## src/rtl/gpio_ctrl_pkg.sv

```systemverilog
// Shared constants, FSM state type and register-map helpers
// for the GPIO ownership sequencer.
package gpio_ctrl_pkg;

    localparam int SEL_W         = 4;
    localparam int PINS_PER_WORD = 8;
    localparam int NUM_WORDS     = 5;

    localparam logic [7:0] OFF_SEL0   = 8'h00;
    localparam logic [7:0] OFF_SEL1   = 8'h04;
    localparam logic [7:0] OFF_SEL2   = 8'h08;
    localparam logic [7:0] OFF_SEL3   = 8'h0C;
    localparam logic [7:0] OFF_SEL4   = 8'h10;
    localparam logic [7:0] OFF_STATUS = 8'h14;

    typedef enum logic [1:0] {
        ST_IDLE,
        ST_ISOLATE,
        ST_ACK
    } state_t;

    // Nibbles of select word k that map to real pins.
    function automatic logic [31:0] word_mask(int k, int npins);
        logic [31:0] m;
        m = '0;
        for (int i = 0; i < PINS_PER_WORD; i++) begin
            if (k * PINS_PER_WORD + i < npins) begin
                m[SEL_W*i +: SEL_W] = '1;
            end
        end
        return m;
    endfunction

endpackage

```

## src/rtl/gpio_pin_mux.sv

```systemverilog
// Per-pin owner mux: passes the selected team's out/oeb,
// or parks the pin (oeb=1, out=0) when unowned or isolated.
module gpio_pin_mux
    import gpio_ctrl_pkg::*;
#(
    parameter int NUM_TEAMS = 12
) (
    input  logic [SEL_W-1:0]     i_sel,
    input  logic                 i_iso,
    input  logic [NUM_TEAMS-1:0] i_tout,
    input  logic [NUM_TEAMS-1:0] i_toeb,
    output logic                 o_out,
    output logic                 o_oeb
);

    always_comb begin
        o_out = 1'b0;
        o_oeb = 1'b1;
        for (int t = 0; t < NUM_TEAMS; t++) begin
            if (!i_iso && i_sel == SEL_W'(t + 1)) begin
                o_out = i_tout[t];
                o_oeb = i_toeb[t];
            end
        end
    end

endmodule

```

## src/rtl/gpio_ownership_sequencer.sv

```systemverilog
// Wishbone-configured GPIO owner selection with tri-state guard
// interval on every ownership change.
module gpio_ownership_sequencer
    import gpio_ctrl_pkg::*;
#(
    parameter int          NUM_TEAMS    = 12,
    parameter int          NUM_PINS     = 34,
    parameter int          GUARD_CYCLES = 4,
    parameter logic [31:0] BASE_ADDR    = 32'h3000_0000
) (
    input  logic                          clk,
    input  logic                          nrst,
    input  logic                          wbs_stb_i,
    input  logic                          wbs_cyc_i,
    input  logic                          wbs_we_i,
    input  logic [3:0]                    wbs_sel_i,
    input  logic [31:0]                   wbs_adr_i,
    input  logic [31:0]                   wbs_dat_i,
    output logic                          wbs_ack_o,
    output logic [31:0]                   wbs_dat_o,
    input  logic [NUM_TEAMS*NUM_PINS-1:0] designs_gpio_out,
    input  logic [NUM_TEAMS*NUM_PINS-1:0] designs_gpio_oeb,
    output logic [NUM_PINS-1:0]           gpio_out,
    output logic [NUM_PINS-1:0]           gpio_oeb,
    output logic                          busy
);

    localparam int CNT_W = $clog2(GUARD_CYCLES + 1);

    state_t             r_state;
    logic [31:0]        r_sel [NUM_WORDS];
    logic [31:0]        r_new;
    logic [2:0]         r_idx;
    logic [7:0]         r_mask;
    logic [CNT_W-1:0]   r_cnt;
    logic               r_sup;
    logic               r_ack;
    logic [31:0]        r_dat;

    logic [31:0] w_off;
    logic        w_is_sel;
    logic        w_is_stat;
    logic [2:0]  w_idx;
    logic [31:0] w_cur;
    logic [31:0] w_bm;
    logic [31:0] w_new;
    logic [7:0]  w_chg;
    logic [31:0] w_rdat;
    logic        w_req;

    assign w_off     = wbs_adr_i - BASE_ADDR;
    assign w_is_sel  = w_off < 32'(NUM_WORDS * 4);
    assign w_is_stat = w_off[31:2] == 30'(OFF_STATUS[7:2]);
    assign w_idx     = w_off[4:2];
    assign w_cur     = w_is_sel ? r_sel[w_idx] : '0;
    assign w_req     = wbs_cyc_i && wbs_stb_i;

    always_comb begin
        w_bm = '0;
        for (int b = 0; b < 4; b++) begin
            w_bm[8*b +: 8] = {8{wbs_sel_i[b]}};
        end
    end

    assign w_new = ((wbs_dat_i & w_bm) | (w_cur & ~w_bm))
                 & word_mask(int'(w_idx), NUM_PINS);

    always_comb begin
        w_chg = '0;
        for (int i = 0; i < PINS_PER_WORD; i++) begin
            w_chg[i] = w_new[SEL_W*i +: SEL_W] != w_cur[SEL_W*i +: SEL_W];
        end
    end

    always_comb begin
        w_rdat = '0;
        if (w_is_sel) begin
            w_rdat = w_cur;
        end else if (w_is_stat) begin
            w_rdat = {31'b0, r_state == ST_ISOLATE};
        end
    end

    always_ff @(posedge clk or negedge nrst) begin
        if (!nrst) begin
            r_state <= ST_IDLE;
            for (int k = 0; k < NUM_WORDS; k++) begin
                r_sel[k] <= '0;
            end
            r_new <= '0;
            r_idx <= '0;
            r_mask <= '0;
            r_cnt <= '0;
            r_sup <= 1'b0;
            r_ack <= 1'b0;
            r_dat <= '0;
        end else begin
            case (r_state)
                ST_IDLE: begin
                    r_ack <= 1'b0;
                    if (w_req && !wbs_we_i) begin
                        r_dat <= w_rdat;
                        r_ack <= 1'b1;
                        r_state <= ST_ACK;
                    end else if (w_req && w_is_sel && |w_chg) begin
                        r_new <= w_new;
                        r_mask <= w_chg;
                        r_idx <= w_idx;
                        r_cnt <= CNT_W'(GUARD_CYCLES - 1);
                        r_sup <= 1'b0;
                        r_state <= ST_ISOLATE;
                    end else if (w_req) begin
                        if (w_is_sel) begin
                            r_sel[w_idx] <= w_new;
                        end
                        r_ack <= 1'b1;
                        r_state <= ST_ACK;
                    end
                end
                ST_ISOLATE: begin
                    // A dropped cycle still commits, just silently.
                    if (!wbs_cyc_i) begin
                        r_sup <= 1'b1;
                    end
                    if (r_cnt == '0) begin
                        r_sel[r_idx] <= r_new;
                        r_mask <= '0;
                        r_ack <= !r_sup && wbs_cyc_i;
                        r_state <= ST_ACK;
                    end else begin
                        r_cnt <= r_cnt - CNT_W'(1);
                    end
                end
                ST_ACK: begin
                    r_ack <= 1'b0;
                    r_state <= ST_IDLE;
                end
                default: r_state <= ST_IDLE;
            endcase
        end
    end

    assign wbs_ack_o = r_ack;
    assign wbs_dat_o = r_dat;
    assign busy      = r_state == ST_ISOLATE;

    for (genvar p = 0; p < NUM_PINS; p++) begin : g_pin
        logic [NUM_TEAMS-1:0] w_tout;
        logic [NUM_TEAMS-1:0] w_toeb;
        for (genvar t = 0; t < NUM_TEAMS; t++) begin : g_team
            assign w_tout[t] = designs_gpio_out[t*NUM_PINS + p];
            assign w_toeb[t] = designs_gpio_oeb[t*NUM_PINS + p];
        end
        gpio_pin_mux #(
            .NUM_TEAMS(NUM_TEAMS)
        ) u_mux (
            .i_sel  (r_sel[p/PINS_PER_WORD][SEL_W*(p%PINS_PER_WORD) +: SEL_W]),
            .i_iso  (r_mask[p%PINS_PER_WORD] && r_idx == 3'(p/PINS_PER_WORD)),
            .i_tout (w_tout),
            .i_toeb (w_toeb),
            .o_out  (gpio_out[p]),
            .o_oeb  (gpio_oeb[p])
        );
    end

endmodule

```

## config.mk

```make
export PLATFORM = sky130hd
export DESIGN_NAME = gpio_ownership_sequencer
export DESIGN_NICKNAME = d
export VERILOG_FILES = /design/src/rtl/gpio_ctrl_pkg.sv /design/src/rtl/gpio_pin_mux.sv /design/src/rtl/gpio_ownership_sequencer.sv
export SDC_FILE = /design/constraint.sdc
export NUM_CORES = 1
export LEC_CHECK = 0
export ABC_AREA = 1
export CAP_MARGIN = 0
export CORE_AREA = 2 2 380 382
export DETAILED_ROUTE_END_ITERATION = 8
export DIE_AREA = 0 0 382 384
export REMOVE_ABC_BUFFERS = 1
export SLEW_MARGIN = 0
export SYNTH_ARGS = -nofsm -noshare
export SYNTH_HDL_FRONTEND = slang
export SYNTH_HIERARCHICAL = 1
export SYNTH_SLANG_ARGS = --single-unit
```

## constraint.sdc

```tcl
create_clock -name clk -period 4.9 [get_ports clk]
set_input_delay 0.49 -clock clk [delete_from_list [all_inputs] [get_ports clk]]
set_output_delay 0.49 -clock clk [all_outputs]
set_load 0.01 [all_outputs]
```

==> flow_summary.json, run 1 <==
{
  "status": "finished, final reports clean",
  "post_drt_wl_per_cell_um": 21.7,
  "synth_area_leaders": "dfrtp_1 (23%), nand2_1 (19%), nand4_1 (13%)",
  "dr_total_vias": 34205,
  "first_global_vias": 33181,
  "initial_core_util_pct": 18.2,
  "root_buffer": "clkbuf_16",
  "reg2reg_slack_ps": 1730,
  "worst_hold_path.num_cells": 3,
  "synth_area_per_cell_um2": 5.92,
  "gp_congestion": 0.960,
  "clockBufferDepth": 3,
  "r2r-end": "r_sel[157]",
  "yosysTopAreaCell": "dfrtp_1",
  "synth_edf_count": 0,
  "drv_cap": 0,
  "tightest_slew_ps": 1130,
  "maxSlewHeadroom_pct": 24.1,
  "rsz0062_at_grt": "no",
  "utilization_pct": 27.6,
  "critPathLaunch": "r_idx[1]",
  "drt_pass1_iterations": 7,
  "grt_max_degree": 111,
  "hold_viol": 0,
  "ys_async_sr_fraction_pct": 100,
  "dieArea_um2": 147000,
  "drv_slew": 0,
  "yosys_most_used_dff": "dfrtp_1",
  "critical_path.max_fanout": 14,
  "drt_iter0_markers": 2867,
  "synth_commonest_cells": "nand2_1 (1337), nand4_1 (540), nor2_1 (537)",
  "area_growth_syn_to_layout_pct": 51.7,
  "synth_area_um2": 26000,
  "endpoint": "gpio_oeb[31]",
  "portBuffers": 988,
  "grt_pass1_wl_um": 222000,
  "drive_above_1_share_pct": 10.9,
  "yosys_warnings": 6,
  "path_class": "reg2out",
  "clk_latency_ps": 590,
  "worstPathArrival_ps": 3680,
  "worst-r2r-cell-count": 15,
  "ir_worst_vdd_mv": 0.250,
  "grt_antenna_before_repair": 53,
  "grt_overflow": 0,
  "period_minus_slack_ps": 4170,
  "hold-worst-slack_ps": 290,
  "cts_tree": "built",
  "dpl.hpwl_um": 130000,
  "fmax_mhz": 240,
  "ant_nets": 0,
  "period_share_pct": 85.1,
  "netlist_instances": 4395,
  "core_area_um2": 143000,
  "grt_busiest_layer": "met2",
  "dieWidth_um": 382,
  "synth_cell_types": 43,
  "drc": 0,
  "timing.rr.start": "r_sel[97]",
  "cts_repair_resize_count": 0,
  "cts.sinks": 242,
  "nets": 6229,
  "viasPerCell": 4.69,
  "cts_buffers": 29,
  "rows": 139,
  "htree_levels": 1,
  "synth_top_area_share_pct": 23.3,
  "synth.most_common_cell": "nand2_1",
  "use_met2_pct": 35.9,
  "clk_pin_slew_ps": 60,
  "wl_um": 158000,
  "hp-class": "in2reg",
  "power_density_nw_per_um2": 199,
  "required_ps": 4410,
  "synth-seq-area-share_pct": 23.3,
  "fin_worst_skew_ps": 12.5,
  "gr-usage-all-layers_pct": 20.4,
  "end_kind": "output port",
  "power.leakage_nw": 16.6,
  "ys_seq_elements": 242,
  "startpoint_type": "flop",
  "met1_usage_pct": 24.7,
  "fp.dieH_um": 384,
  "grt_util_met3_pct": 3.59,
  "setup_viol": 0,
  "num_io_pins": 991
}
==> placed cells by master (no fill, tap or decap), drive strengths merged, types with 4 or more instances in the layout <==
cell type | synthesis | final
clkinv | 2 | 10
bufinv | 0 | 4
nand3b | 19 | 19
nor2 | 645 | 645
dfrtp | 242 | 242
o22ai | 68 | 68
nor3 | 141 | 141
a32o | 4 | 4
o31ai | 7 | 7
o211ai | 6 | 6
o21ai | 162 | 162
o2111ai | 6 | 6
or2 | 37 | 37
a21oi | 50 | 50
clkbuf | 95 | 38
ha | 5 | 5
nand4 | 574 | 574
nand2 | 1373 | 1373
buf | 63 | 81
inv | 637 | 639
diode | 0 | 26
nand3 | 213 | 213
nor4 | 35 | 35
a22o | 4 | 4
clkdlybuf4s50 | 0 | 985
==> critical path, stage by stage (launching register included) <==
cell             delay, ps
dfrtp_1                340
inv_1                   90
nor2_1                 300
nand2_4                310
buf_4                  320
nor2_1                 250
inv_4                  100
nand4_1                110
nand3_1                100
nor2_1                 120
nand4_1                 80
nor2_1                 100
nand4_1                 90
nand2_1                 90
clkdlybuf4s50_1        680
==> final cells by class <==
cell class	count	area [µm²]
tap	1903	2380
clock inverter	15	185
inverter	639	2490
fill	15843	103000
multi-input combinational	3356	16800
timing repair buffer	1067	10600
sequential	242	6060
antenna	26	65.1
clock buffer	38	840
==> layer usage <==
metal  up-vias  wire, µm
met5         -       159
met4        24      6130
met3       293     11300
met2      1488     77300
met1     15907     63500
li1      16493         -
==> per-stage QoR <==
step / cells / power [mW] / setup TNS (ps) / instance area [µm²] / worst slack [ps]
3_3_place_gp: 7206 / 5.49 / 0 / 38300 / 400
4_1_cts: 7260 / 7.91 / 0 / 39400 / 551
2_1_floorplan: 4237 / 3.61 / -938130 / 25200 / -5960
5_1_grt: 7278 / 8.24 / 0 / 39400 / 464
3_5_place_dp: 7206 / 5.52 / 0 / 38300 / 401
6_report: 7286 / 7.86 / 0 / 39400 / 731
==> report_power, final <==
part,total [mW],internal [mW],switching [mW]
clock,2.36,1.41,0.946
sequential,2.33,2.11,0.223
combinational,3.17,1.30,1.87
==> flip-flops by register name, indices dropped and copies added (netlist names), 2 cells and up <==
| name | count |
|---|---|
| r_idx | 3 |
| r_new | 32 |
| wbs_dat_o | 32 |
| r_mask | 8 |
| r_state | 2 |
| r_cnt | 3 |
| r_sel | 160 |
==> logic make-up after synthesis <==
kind of cell | count (synthesis) | synth area share [%]
mux | 1 | 0.0385
flops | 242 | 23.3
buf+inv | 797 | 12.6
compound gates | 311 | 6.70
simple gates | 3039 | 57.2
fa+ha+maj | 5 | 0.241
==> repair_timing <==
action                    in CTS  in global routing
hold buffers                   1                  0
hold endpoints to repair      85                  0
buffers inserted               0                  0
==> worst min-delay path by stage <==
stage / startpoint / to / slack (ps)
2_1_floorplan: nrst / r_cnt[0] / 190
5_1_grt: wbs_adr_i[3] / r_idx[1] / 310
6_report: wbs_adr_i[3] / r_idx[1] / 290
3_5_place_dp: r_sel[12] / r_sel[12] / 460
3_3_place_gp: r_sel[9] / r_sel[9] / 460
4_1_cts: wbs_adr_i[3] / r_idx[1] / 270
No activity file was read; power rests on OpenSTA's default activity.
==> run 2: changes to the inputs <==
CTS_CLUSTER_SIZE = 40   (was not set)
==> results of run 2 <==
Same layout as run 1: the final DEF is identical, and so are final timing and power.
